`src/rtl/rr_txn_arbiter_pkg.sv`:
```
// rr_txn_arbiter_pkg: shared FSM state encoding (ARB_IDLE=0, ARB_GRANT=1, ARB_BUSY=2) for the round-robin arbiter
package rr_txn_arbiter_pkg;
  typedef enum logic [1:0] {
    ARB_IDLE  = 2'd0,
    ARB_GRANT = 2'd1,
    ARB_BUSY  = 2'd2
  } arb_state_e;
endpackage

```
`src/rtl/rr_txn_arbiter_if.sv`:
```
// rr_txn_arbiter_if: arbiter bus; master drives req/res_ready/done, slave (arbiter) drives grant/grant_id/grant_valid/busy/ptr
interface rr_txn_arbiter_if #(
  parameter int N   = 4,
  parameter int IDW = 2
);
  logic [N-1:0]   req;
  logic [N-1:0]   grant;
  logic [IDW-1:0] grant_id;
  logic           grant_valid;
  logic           res_ready;
  logic           done;
  logic           busy;
  logic [IDW-1:0] ptr;
  modport master (
    output req, res_ready, done,
    input  grant, grant_id, grant_valid, busy, ptr
  );
  modport slave (
    input  req, res_ready, done,
    output grant, grant_id, grant_valid, busy, ptr
  );
endinterface

```
`src/rtl/rr_txn_arbiter_pick.sv`:
```
// rr_pick: combinational rotating-priority pick; in req/ptr, out onehot winner, its binary idx and any-request flag
module rr_pick #(
  parameter int N   = 4,
  parameter int IDW = 2
) (
  input  logic [N-1:0]   req,
  input  logic [IDW-1:0] ptr,
  output logic [N-1:0]   onehot,
  output logic [IDW-1:0] idx,
  output logic           any
);
  logic [N-1:0] upper;
  logic [N-1:0] masked;
  logic [N-1:0] sel;
  always_comb begin
    for (int i = 0; i < N; i++) upper[i] = (i >= int'(ptr));
    masked = req & upper;
    sel    = |masked ? masked : req;
    onehot = sel & (~sel + 1'b1);
    idx    = '0;
    for (int i = 0; i < N; i++) if (onehot[i]) idx = IDW'(i);
    any    = |req;
  end
endmodule

```
`src/rtl/rr_txn_arbiter.sv`:
```
// rr_txn_arbiter: round-robin single-outstanding-transaction arbiter; ports clk, resetn (async low), bus (slave modport)
import rr_txn_arbiter_pkg::*;
module rr_txn_arbiter #(
  parameter int N   = 4,
  parameter int IDW = 2
) (
  input  logic            clk,
  input  logic            resetn,
  rr_txn_arbiter_if.slave bus
);
  arb_state_e     state_q, state_d;
  logic [N-1:0]   grant_q, grant_d;
  logic [IDW-1:0] id_q, id_d;
  logic [IDW-1:0] ptr_q, ptr_d;
  logic [N-1:0]   pick_onehot;
  logic [IDW-1:0] pick_idx;
  logic           pick_any;
  logic           held;
  rr_pick #(.N(N), .IDW(IDW)) u_pick (
    .req    (bus.req),
    .ptr    (ptr_q),
    .onehot (pick_onehot),
    .idx    (pick_idx),
    .any    (pick_any)
  );
  assign held = bus.req[id_q];
  always_ff @(posedge clk or negedge resetn) begin
    if (!resetn) begin
      state_q <= ARB_IDLE;
      grant_q <= '0;
      id_q    <= '0;
      ptr_q   <= '0;
    end else begin
      state_q <= state_d;
      grant_q <= grant_d;
      id_q    <= id_d;
      ptr_q   <= ptr_d;
    end
  end
  always_comb begin
    state_d = ARB_IDLE;
    grant_d = grant_q;
    id_d    = id_q;
    ptr_d   = ptr_q;
    case (state_q)
      ARB_IDLE: begin
        state_d = pick_any ? ARB_GRANT : ARB_IDLE;
        grant_d = pick_onehot;
        id_d    = pick_idx;
      end
      ARB_GRANT: begin
        state_d = !held ? ARB_IDLE : bus.res_ready ? ARB_BUSY : ARB_GRANT;
        grant_d = held ? grant_q : '0;
        id_d    = held ? id_q : '0;
      end
      ARB_BUSY: begin
        state_d = bus.done ? ARB_IDLE : ARB_BUSY;
        grant_d = bus.done ? '0 : grant_q;
        id_d    = bus.done ? '0 : id_q;
        ptr_d   = !bus.done ? ptr_q : (id_q == IDW'(N - 1)) ? '0 : id_q + 1'b1;
      end
      default: begin
        grant_d = '0;
        id_d    = '0;
      end
    endcase
  end
  always_comb begin
    bus.grant       = grant_q;
    bus.grant_id    = id_q;
    bus.ptr         = ptr_q;
    bus.grant_valid = (state_q == ARB_GRANT);
    bus.busy        = (state_q == ARB_BUSY);
  end
endmodule

```
`src/flat_wrapper.sv`:
```
// flat-port wrapper written by rule: the top's interface ports become plain ports
module rr_txn_arbiter_flat 
#(
  parameter int N   = 4,
  parameter int IDW = 2
)
  (clk, resetn, bus_req, bus_res_ready, bus_done, bus_grant, bus_grant_id, bus_grant_valid, bus_busy, bus_ptr);
  rr_txn_arbiter_if #(.N(N), .IDW(IDW)) bus_i ();
  input  logic clk;
  input  logic resetn;
  input wire logic [$bits(bus_i.req)-1:0] bus_req;
  input wire logic [$bits(bus_i.res_ready)-1:0] bus_res_ready;
  input wire logic [$bits(bus_i.done)-1:0] bus_done;
  output wire logic [$bits(bus_i.grant)-1:0] bus_grant;
  output wire logic [$bits(bus_i.grant_id)-1:0] bus_grant_id;
  output wire logic [$bits(bus_i.grant_valid)-1:0] bus_grant_valid;
  output wire logic [$bits(bus_i.busy)-1:0] bus_busy;
  output wire logic [$bits(bus_i.ptr)-1:0] bus_ptr;
  assign bus_i.req = bus_req;
  assign bus_i.res_ready = bus_res_ready;
  assign bus_i.done = bus_done;
  assign bus_grant = bus_i.grant;
  assign bus_grant_id = bus_i.grant_id;
  assign bus_grant_valid = bus_i.grant_valid;
  assign bus_busy = bus_i.busy;
  assign bus_ptr = bus_i.ptr;
  rr_txn_arbiter #(.N(N), .IDW(IDW)) u_core (.clk(clk), .resetn(resetn), .bus(bus_i));
endmodule
```
`config.mk`:
```
export PLATFORM = sky130hd
export DESIGN_NAME = rr_txn_arbiter_flat
export DESIGN_NICKNAME = d
export VERILOG_FILES = /design/src/rtl/rr_txn_arbiter_pkg.sv /design/src/rtl/rr_txn_arbiter_if.sv /design/src/rtl/rr_txn_arbiter_pick.sv /design/src/rtl/rr_txn_arbiter.sv /design/src/flat_wrapper.sv
export SDC_FILE = /design/constraint.sdc
export NUM_CORES = 1
export LEC_CHECK = 0
export CAP_MARGIN = 20
export CORE_AREA = 8 8 47 49
export CTS_CLUSTER_DIAMETER = 40
export DETAILED_ROUTE_END_ITERATION = 10
export DIE_AREA = 0 0 55 57
export PLACE_DENSITY = 0.78
export SYNTH_ARGS = -nofsm -noshare
export SYNTH_HDL_FRONTEND = slang
export SYNTH_SLANG_ARGS = --single-unit
```
`constraint.sdc`:
```
create_clock -name clk -period 2.7 [get_ports clk]
set_input_delay 0.54 -clock clk [delete_from_list [all_inputs] [get_ports clk]]
set_output_delay 0.54 -clock clk [all_outputs]
set_load 0.05 [all_outputs]
```
==> metrics.md, run 1 <==
| Metric | Value |
|---|---|
| CP bufs+invs | `1` |
| Core area | `1580 um2` |
| Post-synth cell types | `30` |
| Residual DRC | `0` |
| Clock-pin slew on the worst setup and hold paths | `0.07 ns` |
| Total track usage | `0.0994` |
| Congestion Overflow GR | `0` |
| Clk_skew | `0.000885 ns` |
| Hold Crit Endpoint | `u_core.bus.grant[2]` |
| Ys async rst share | `1.00` |
| Dpl cell area | `754 um2` |
| Fin crit share | `0.824` |
| Post-synthesis cell count | `54` |
| Die ar. | `3140 um2` |
| Max Slew Vio Count | `0` |
| Sw Share | `0.484` |
| N_diodes | `0` |
| Vias | `509` |
| WS Path Type | `reg2out` |
| Setup Viol. Count Final | `0` |
| CP max FO | `6` |
| Pin count of the biggest net entering global routing | `11` |
| CP cell instances | `nor2b_1 -> clkdlybuf4s50_1` |
| CP max stage cell | `clkdlybuf4s50_1` |
| PwrDens | `1270 nW/um2` |
| Initial Util | `0.357` |
| Main flop type after synthesis | `dfrtp_1` |
| Clock sink count | `10` |
| TritonCTS clock tree | `yes` |
| Top-count cell post-synth | `dfrtp_1` |
| Final Hold Slack | `0.484 ns` |
| Iter 0 DRT Violations | `8` |
| Synth Register Bits | `10` |
| IO Port Bufs | `17` |
| Fin cells | `92` |
| Routability Congestion | `0.825` |
| Seq pwr share | `0.275` |
| Switch Pwr | `487 uW` |
| Worst rel slew slack | `0.653` |
| Post-DR wirelength/cell | `14.7 um` |
| List of most frequent post-synthesis cells | `dfrtp_1 (10), nand2_1 (6), inv_1 (3), nor2b_1 (3), o21ai_0 (3)` |
| CTS root buf | `clkbuf_4` |
| DR pass1 iterations | `4` |
| Peak VDD IR | `459 uV` |
| Net Count, Synth | `63` |
| First-pass GRT wire length | `2350 um` |
| Drt total wl | `1350 um` |
| RSZ-0062 raised after global routing | `false` |
| R2r startpoint | `u_core.bus.grant_id[0]` |
| RR Endpoint | `u_core.bus.grant[0]` |
| R2R Setup Slk | `1.15 ns` |
| Post-CTS setup buffer count | `0` |
| Hold path depth | `1` |
| Post-synth EDFFs | `0` |
| Critical path's top delay family | `buffers and inverters` |
| Post-route ant nets | `0` |
| Cell Area, Synth | `563 um2` |
| Setup_tns | `0 ns` |
| Post-DR vias/cell | `5.53` |
| Startpoint types | `register` |
| H-tree Lvls | `1` |
| Final min period | `2.22 ns` |
| Worst min-delay path class | `reg2reg` |
| Initial antenna violation count | `0` |
| Share of layout cells above drive strength 1 | `0.147` |
| Finished layout cell area | `791 um2` |
| Placed instance count | `88` |
| Worst-skew pair later-pin latency | `0.27 ns` |
| CP max stage delay | `0.82 ns` |
| Die Wd | `55 um` |
| Worst Reg-to-Reg Cells | `3` |
| Num CTS Buffers | `3` |
| Status | `finished clean` |
| DP HPWL | `1050 um` |
| Final Net Count | `85` |
| Warnings from Yosys | `0` |
| # Max-Cap Violations | `0` |
| Min-Delay Startpoint | `u_core.bus.grant[2]` |
| Pint | `518 uW` |
| Number of global-route vias before repair | `530` |
| Top-area cell type share of the netlist area | `0.444` |
| Slew @ Worst Pin | `0.519 ns` |
| Die Y | `57 um` |
| Post-CTS Hold Buffers | `0` |
| Worst path arrival time | `1.68 ns` |
| Clk buf depth | `2` |
| Post-synth top area cell | `dfrtp_1` |
| Fillers | `156` |
| Cell row count | `15` |
| Leak Pwr | `0.350 nW` |
| Synth area leaders | `dfrtp_1 (44%), mux2_2 (4.0%), nand2_1 (4.0%)` |
| Final Util | `0.502` |
| Crit path capture type | `primary output` |
| Fmax | `0.449 GHz` |
| CP Data Required Time | `2.16 ns` |
| Count of final hold-check violations | `0` |
| Io pins | `18` |
| Post-Syn Area per Cell | `10.4 um2` |
| Register area share after synthesis | `0.444` |
| CTS resizes | `0` |
| Power share of the clock group | `0.136` |
| Comb power frac | `0.589` |
| Layout area overhead | `40.4%` |
==> per-layer routing <==
layer,up-vias,GRT usage,part of all wire,routed length (um)
met5,-,0,0,0
met4,0,0.0825,0.042,57
met3,6,0.0130,0.074,100
met2,18,0.156,0.45,610
met1,241,0.112,0.43,582
li1,244,-,-,-
==> registers in the layout, indices dropped and copies added (netlist names) <==
name	count
u_core.bus.grant_id	2
u_core.state_q	2
u_core.bus.grant	4
u_core.bus.ptr	2
==> power groups by stage <==
stage	clock network (mW)	registers, mW	logic, mW
floorplan	0	0.429	0.255
global placement	0	0.278	0.589
detailed placement	0	0.280	0.594
CTS	0.141	0.278	0.596
global route	0.149	0.290	0.634
finish	0.137	0.277	0.592
==> layout make-up <==
cell class	instances	area, um2	share of cell area
inverters	3	11.3	0.0142
flip-flops and latches	10	250	0.316
multi-input cells	41	302	0.381
repair buffers	17	170	0.215
clock buffers	4	36.3	0.0459
well taps	17	21.3	0.0269
==> cell families (layout without fill, tap and decap cells) <==
family | after synthesis | after routing | share of synthesized area
simple gates | 19 | 19 | 0.196
flops | 10 | 10 | 0.444
fa+ha+maj | 1 | 1 | 0.0222
mux | 3 | 3 | 0.0667
buf+inv | 3 | 24 | 0.0200
compound gates | 18 | 18 | 0.251
==> worst max-delay path by stage <==
| stage | startpoint | to | slack (ns) | depth (start not counted) |
|---|---|---|---|---|
| 2_1_floorplan | u_core.bus.grant_id[0] | u_core.bus.grant[0] | 0.91 | 3 |
| 3_3_place_gp | bus_req[1] | u_core.bus.grant_id[1] | 0.55 | 5 |
| 3_5_place_dp | bus_req[1] | u_core.bus.grant_id[1] | 0.54 | 5 |
| 4_1_cts | u_core.state_q[1] | bus_busy | 0.46 | 2 |
| 5_1_grt | u_core.state_q[1] | bus_busy | 0.40 | 2 |
| 6_report | u_core.state_q[1] | bus_busy | 0.48 | 2 |
==> cells in the final DEF, fill, tap and decap left out, drive strengths merged, types with 2 or more instances in the layout <==
cell / count
a21oi: 2
a22o: 2
clkbuf: 4
clkdlybuf4s50: 17
dfrtp: 10
inv: 3
mux2: 3
nand2: 6
nor2b: 3
nor3b: 2
o211ai: 2
o21ai: 3
==> stage by stage <==
step                worst slack, ns  power (mW)
floorplan                     0.910       0.683
global placement              0.550       0.866
detailed placement            0.539       0.874
CTS                           0.460        1.01
global route                  0.403        1.07
finish                        0.475        1.01
Note: power is estimated with default switching activity, not from simulation.
==> inputs of run 2 (changes only) <==
- PLACE_DENSITY: 0.78 -> 0.8
- clock period: 2.7 -> 2.04 ns (I/O delays scaled with it)
==> run 2 against run 1 <==
Against the previous run:
- critical path depth decreased by 1
- hold slack lost 0.021 ns
- register-to-register slack worse by 0.71 ns
- global-route usage grew 0.22 points
- non-clock buffer count grew 3
- sequential share of layout area decreased by 0.49 points
- clock skew barely moved
- routed wire length increased by 5.2%
- critical path type unchanged
==> metrics.md, run 2 (same netlist as run 1, synthesis figures left out) <==
| Metric | Value |
|---|---|
| Status | `finished clean` |
| Sw Share | `0.487` |
| CP max stage delay | `0.84 ns` |
| Total track usage | `0.102` |
| Worst rel slew slack | `0.665` |
| First-pass GRT wire length | `2330 um` |
| Area of the multi-input gates | `302 um2` |
| Initial antenna violation count | `0` |
| Final Net Count | `88` |
| TritonCTS clock tree | `yes` |
| H-tree Lvls | `1` |
| Io pins | `18` |
| Vias | `490` |
| Setup ws final | `0.0954 ns` |
| Post-DR vias/cell | `5.16` |
| Initial Util | `0.357` |
| Leak Pwr | `0.370 nW` |
| Register area | `250 um2` |
| DR pass1 iterations | `2` |
| CP cell instances | `clkdlybuf4s50_1` |
| CP Data Required Time | `1.63 ns` |
| RSZ-0062 raised after global routing | `false` |
| Clock sink count | `10` |
| Pre-CTS setup slack | `0.0210 ns` |
| Residual DRC | `0` |
| Die Y | `57 um` |
| CP bufs+invs | `1` |
| CP max stage cell | `clkdlybuf4s50_1` |
| Post-DR wirelength/cell | `15.0 um` |
| Startpoint types | `register` |
| CTS resizes | `0` |
| Power share of the clock group | `0.131` |
| Post-CTS Hold Buffers | `0` |
| Fillers | `145` |
| IO Port Bufs | `17` |
| Share of layout cells above drive strength 1 | `0.231` |
| DP HPWL | `1140 um` |
| Setup_tns | `0 ns` |
| Most frequent cells in the layout | `clkdlybuf4s50_1 (13), dfrtp_1 (10), buf_4 (7)` |
| Peak VDD IR | `700 uV` |
| Congestion Overflow GR | `0` |
| Clock-pin slew on the worst setup and hold paths | `0.06 ns` |
| Post-CTS setup buffer count | `0` |
| CP max FO | `7` |
| Die Wd | `55 um` |
| Comb power frac | `0.595` |
| Pin count of the biggest net entering global routing | `11` |
| PwrDens | `1660 nW/um2` |
| # Max-Cap Violations | `0` |
| Crit path capture type | `primary output` |
| Drt total wl | `1420 um` |
| Layout area overhead | `42.7%` |
| Worst-skew pair later-pin latency | `0.26 ns` |
| CTS root buf | `clkbuf_4` |
| Count of final hold-check violations | `0` |
| Post-route ant nets | `0` |
| Num CTS Buffers | `3` |
| N_diodes | `0` |
| Pint | `682 uW` |
| Core area | `1580 um2` |
| Slew @ Worst Pin | `0.501 ns` |
| Switch Pwr | `647 uW` |
| Final min period | `1.94 ns` |
| Die ar. | `3140 um2` |
| Critical path's top delay family | `buffers and inverters` |
| Cell row count | `15` |
| Number of global-route vias before repair | `511` |
| Largest register FFs | `4` |
| Iter 0 DRT Violations | `12` |
| Worst min-delay path class | `in2async` |
| Clk_skew | `0.000852 ns` |
| Setup Viol. Count Final | `0` |
| Max Slew Vio Count | `0` |
| Commonest non-fill, non-tap cell in the layout | `clkdlybuf4s50_1` |
| Final Hold Slack | `0.463 ns` |
| WS Path Type | `reg2out` |
| Clk buf depth | `2` |
| Fin crit share | `0.953` |
| Fmax | `0.514 GHz` |
| Seq pwr share | `0.274` |
| Worst path arrival time | `1.54 ns` |
| Routability Congestion | `0.753` |
[run 2: cell count changes in the layout (fill, tap and decap cells not counted), sizes merged]
cell,delta
buf,+7
clkdlybuf4s50,-4
[run 2: area by class of cell]
type	count	share of cell area
multi-input combinational	41	0.375
sequential	10	0.312
timing repair buffer	20	0.227
clock buffer	4	0.0452
tap	17	0.0265
inverter	3	0.0140
[run 2: per-layer routing]
metal / vias to the layer above / global-route usage / share of wire
li1: 254 / - / -
met1: 226 / 0.105 / 0.41
met2: 8 / 0.172 / 0.54
met3: 2 / 0.0182 / 0.029
met4: 0 / 0.0722 / 0.019
met5: - / 0 / 0
[run 2: final timing paths]
kind | startpoint | to | slack [ns] | cells after the start
max | u_core.bus.ptr[1] | bus_ptr[1] | 0.1 | 1
min | resetn | u_core.bus.grant[0] | 0.46 | 1
max reg2reg | u_core.bus.grant_id[0] | u_core.bus.grant[0] | 0.44 | 3
min reg2reg | u_core.bus.grant[3] | u_core.bus.grant[3] | 0.49 | 2
max in group asynchronous | resetn | u_core.bus.grant[3] | 1.27 | 1
min in group clk | u_core.bus.grant[3] | u_core.bus.grant[3] | 0.49 | 2
[run 2: power groups by stage]
stage                     clock network (mW)  registers [mW]  logic, mW
after floorplan                            0           0.567      0.337
after global placement                     0           0.366      0.778
after detailed placement                   0           0.368      0.792
after CTS                              0.181           0.364      0.801
after global routing                   0.193           0.379      0.848
final                                  0.174           0.365      0.791
[run 2: metrics by stage]
stage	std cells	area, um2	utilization	total power, mW
floorplan	54	563	-	0.904
global placement	91	767	0.487	1.14
detailed placement	91	767	0.487	1.16
CTS	95	803	0.510	1.35
global route	95	803	0.510	1.42
finish	95	803	0.510	1.33
